## src/rtl/bsg_cgol_pkg.sv

```systemverilog
// Shared definitions for the Game-of-Life board: controller states and the
// default run-length bound used by the board top and the bench.
package bsg_cgol_pkg;

  typedef enum logic [1:0] {
    eWait = 2'd0,
    eBusy = 2'd1,
    eDone = 2'd2
  } cgol_state_e;

  localparam int max_game_length_gp = 10000;

endpackage

```

## src/rtl/bsg_cgol_ctrl.sv

```systemverilog
// Run controller for the cell array: accepts a frame count, strobes the cells
// to load, enables them for exactly that many generations, then holds a done token.
module bsg_cgol_ctrl
  import bsg_cgol_pkg::*;
#(
  parameter int max_game_length_p = max_game_length_gp,
  localparam int frames_width_lp  = $clog2(max_game_length_p+1)
) (
  input  logic                       clk_i,
  input  logic                       reset_n_i,
  input  logic                       v_i,
  input  logic [frames_width_lp-1:0] frames_i,
  output logic                       ready_o,
  output logic                       update_o,
  output logic                       en_o,
  output logic                       v_o,
  input  logic                       yumi_i,
  output logic [frames_width_lp-1:0] frames_done_o
);

  localparam logic [frames_width_lp-1:0] max_lp = frames_width_lp'(max_game_length_p);

  cgol_state_e                r_state;
  logic [frames_width_lp-1:0] r_remaining;
  logic [frames_width_lp-1:0] r_frames_done;
  logic [frames_width_lp-1:0] w_sat;
  logic                       w_fire;

  assign w_sat  = (frames_i > max_lp) ? max_lp : frames_i;
  assign w_fire = v_i & (r_state == eWait);

  // Outputs are gated by reset so the cells see them drop without waiting for a clock.
  assign ready_o       = reset_n_i & (r_state == eWait);
  assign en_o          = reset_n_i & (r_state == eBusy);
  assign v_o           = reset_n_i & (r_state == eDone);
  assign update_o      = reset_n_i & w_fire;
  assign frames_done_o = r_frames_done;

  always_ff @(posedge clk_i or negedge reset_n_i) begin
    if (!reset_n_i) begin
      r_state       <= eWait;
      r_remaining   <= '0;
      r_frames_done <= '0;
    end else begin
      case (r_state)
        eWait: begin
          if (w_fire) begin
            r_remaining   <= w_sat;
            r_frames_done <= '0;
            r_state       <= (w_sat == '0) ? eDone : eBusy;
          end
        end
        eBusy: begin
          if (r_remaining != '0) r_remaining <= r_remaining - 1'b1;
          r_frames_done <= r_frames_done + 1'b1;
          if (r_remaining <= 1) r_state <= eDone;
        end
        eDone: begin
          if (yumi_i) r_state <= eWait;
        end
        default: r_state <= eWait;
      endcase
    end
  end

endmodule
```

## config.mk

```make
export PLATFORM = sky130hd
export DESIGN_NAME = bsg_cgol_ctrl
export DESIGN_NICKNAME = d
export VERILOG_FILES = /design/src/rtl/bsg_cgol_pkg.sv /design/src/rtl/bsg_cgol_ctrl.sv
export SDC_FILE = /design/constraint.sdc
export NUM_CORES = 1
export LEC_CHECK = 0
export CAP_MARGIN = 25
export CORE_MARGIN = 1
export CORE_UTILIZATION = 55
export DETAILED_ROUTE_END_ITERATION = 12
export PLACE_DENSITY = 0.84
export SLEW_MARGIN = 5
export SYNTH_ARGS = -nofsm -noshare
export SYNTH_HDL_FRONTEND = slang
export SYNTH_SLANG_ARGS = --single-unit
export TNS_END_PERCENT = 30
```

## constraint.sdc

```tcl
create_clock -name clk_i -period 3.9 [get_ports clk_i]
set_input_delay 0.975 -clock clk_i [delete_from_list [all_inputs] [get_ports clk_i]]
set_output_delay 0.975 -clock clk_i [all_outputs]
set_load 0.02 [all_outputs]
```

==> flow_summary.ini <==
[routing]
first_pass_iters = 5
via_count = 1737
wl_um = 4430
detail_route.wl_per_cell_um = 15.1
via_per_inst = 5.91
drtAntennaViolNets = 0
drt_iter0_drc = 115
drc = 0

[cells_and_area]
final_util = 0.749
fin_cells = 294
area_growth_pct = 26.9
n_antenna_cell = 0
drive_gt1_frac = 0.0840
layout.nets = 271

[cts]
cts_sinks = 30
h-tree-depth = 2
postCtsHoldBufs = 0
cts_tree = yes
clock_path_buffers = 2
cts_buffers = 5
clock_latency_ps = 350
post-cts-setup-buffers = 0
cts_root_buf = clkbuf_4
clk_pin_slew_worst_paths_ps = 100
ctsResizeCount = 0

[timing]
fmax_ghz = 0.283
relSlewSlack = 0.520
setup_slack_ps = 372
skew_ps = 10.8
rsz0062_at_grt = no
drv_slew = 0
hold_violations = 0
setup_violations = 0
tightestPinTransition_ps = 718
setup_tns_ps = 0
hold_slack_ps = 538
finalCritPeriodShare = 0.905
finalCriticalPeriod_ps = 3530

[logic_synthesis]
ys_top_cells_by_area = dfrtp_1 (41%), o21ai_0 (4.9%), a21oi_1 (4.3%), nor2_1 (3.9%), nand2_1 (3.3%)
synthArstFlopShare = 1.00
ys_ff_latch = 30
yosysMostFrequentCell = dfrtp_1
syn_nets = 234
synth_commonest_cells = dfrtp_1 (30), nor2_1 (19), o21ai_0 (18), a21oi_1 (16), nand2_1 (16)
synth_edf_count = 0
seq_area_frac_synth = 0.407
synth_cell_types = 48
yosys_warnings = 0
synth_top_area_share = 0.407
netlist_area_mm2 = 0.00185
syn-instance-count = 212
synth.avg_cell_area_um2 = 8.71
ys.flop_type = dfrtp_1
yosysTopAreaCell = dfrtp_1

[place]
dp_slack_ps = 372
dp_hpwl_um = 3150
placedCellCount = 286
portBuffers = 35
globalplace.congestion = 0.815

[worst_setup_path]
timing.critical_path.to = v_o
critPathCaptureType = primary output
critPathMaxFanout = 10
cp-startpoint = reset_n_i
reg2reg_slack_ps = 1690
worstSetupStartpointType = input port
cp.required_ps = 2920
worst-setup-path-type = in2out
rr_worst_depth = 5
worstReg2RegStart = r_state[1]
cp.arrival_ps = 2550
r2r-end = r_remaining[5]

[grt]
antenna_found_initial = 0
grt_pass1_wl_um = 7560
grt_pass1_vias = 1644
grt.overflow.total = 0
track_usage = 0.286
grt_max_degree = 20

[min_path]
hp-class = reg2reg

[die]
io_pins = 36
design.die.area_mm2 = 0.00359
start_util = 0.590
rows = 20
coreArea_mm2 = 0.00313
fp.dieH_um = 59.9
die_width_um = 59.9

[power_and_ir_drop]
p_leak_nw = 0.925
power_density_mw_per_mm2 = 646
peakVddDrop_v = 0.000468

[run_status]
run_status = finished clean

[job]
drv_cap = 0
## cells in the final DEF, fill, tap and decap left out, types with 2 or more instances in the layout
master,netlist,final
nor2_1,19,19
ha_1,4,4
nor2b_1,2,2
a31oi_1,5,5
buf_4,0,4
and2_1,4,4
a22oi_1,2,2
o21ai_0,18,18
or3_1,5,5
nor4_1,4,4
dfrtp_1,30,30
o211ai_1,3,3
bufinv_16,0,2
nand4_1,4,4
clkbuf_4,0,5
nand2_1,16,16
o2bb2ai_1,3,3
o21ba_2,2,2
xnor2_1,5,5
xor2_1,3,3
nand3b_1,2,2
nand3_1,7,7
clkdlybuf4s50_1,0,35
a21oi_1,16,16
nor3_1,10,10
a22o_1,3,3
nand2b_1,4,4
o22ai_1,2,2
inv_1,9,9
and3_1,3,3
## kinds of logic (layout without fill, tap and decap cells)
group | Yosys count | in the layout | synth area share
buffers and inverters | 18 | 56 | 0.0454
AND/OR/NAND/NOR | 86 | 86 | 0.251
adder cells (fa/ha/maj) | 4 | 4 | 0.0271
XOR/XNOR | 8 | 8 | 0.0379
flip-flops | 30 | 30 | 0.407
AO/OA/AOI/OAI | 65 | 65 | 0.227
multiplexers | 1 | 1 | 0.00542
## critical path, cell delays in order
cell and delay, ps:
clkdlybuf4s50_1 730, nand2_1 100, nor2_1 130, clkdlybuf4s50_1 620
## power breakdown
| group | switching [mW] | total, mW | internal [mW] |
|---|---|---|---|
| logic | 0.360 | 0.632 | 0.273 |
| registers | 0.140 | 0.546 | 0.406 |
| clock network | 0.117 | 0.335 | 0.217 |
## flip-flops by register name, indices dropped and copies added, names as in the netlist
register	cells
frames_done_o	14
r_state	2
r_remaining	14
## metrics by stage
stage	total power [mW]	cell area [um2]
4_1_cts	1.51	2340
6_report	1.51	2340
2_1_floorplan	1.00	1850
3_3_place_gp	1.15	2230
5_1_grt	1.62	2340
3_5_place_dp	1.17	2230
## worst min path at each step
| stage | slack (ps) | start | to | depth (start not counted) |
|---|---|---|---|---|
| 2_1_floorplan | 470 | r_remaining[13] | r_remaining[13] | 1 |
| 3_3_place_gp | 500 | r_remaining[11] | r_remaining[11] | 1 |
| 3_5_place_dp | 510 | r_remaining[7] | r_remaining[7] | 2 |
| 4_1_cts | 530 | r_remaining[11] | r_remaining[11] | 1 |
| 5_1_grt | 570 | frames_done_o[13] | frames_done_o[13] | 2 |
| 6_report | 540 | r_remaining[11] | r_remaining[11] | 1 |
## area by class of cell
cell class / instances / area [um2]
multi-input cells: 164 / 1010
fillers: 256 / 785
flip-flops and latches: 30 / 751
repair buffers: 39 / 380
clock inverters: 2 / 60.1
well taps: 44 / 55.1
clock buffers: 6 / 51.3
inverters: 9 / 33.8
## layer usage
layer,vias up,wire (um),GRT usage
met5,-,0,0
met4,0,71,0.0897
met3,7,179,0.0649
met2,44,2050,0.443
met1,832,2130,0.396
li1,854,-,-
No activity file was read; power rests on OpenSTA's default activity.
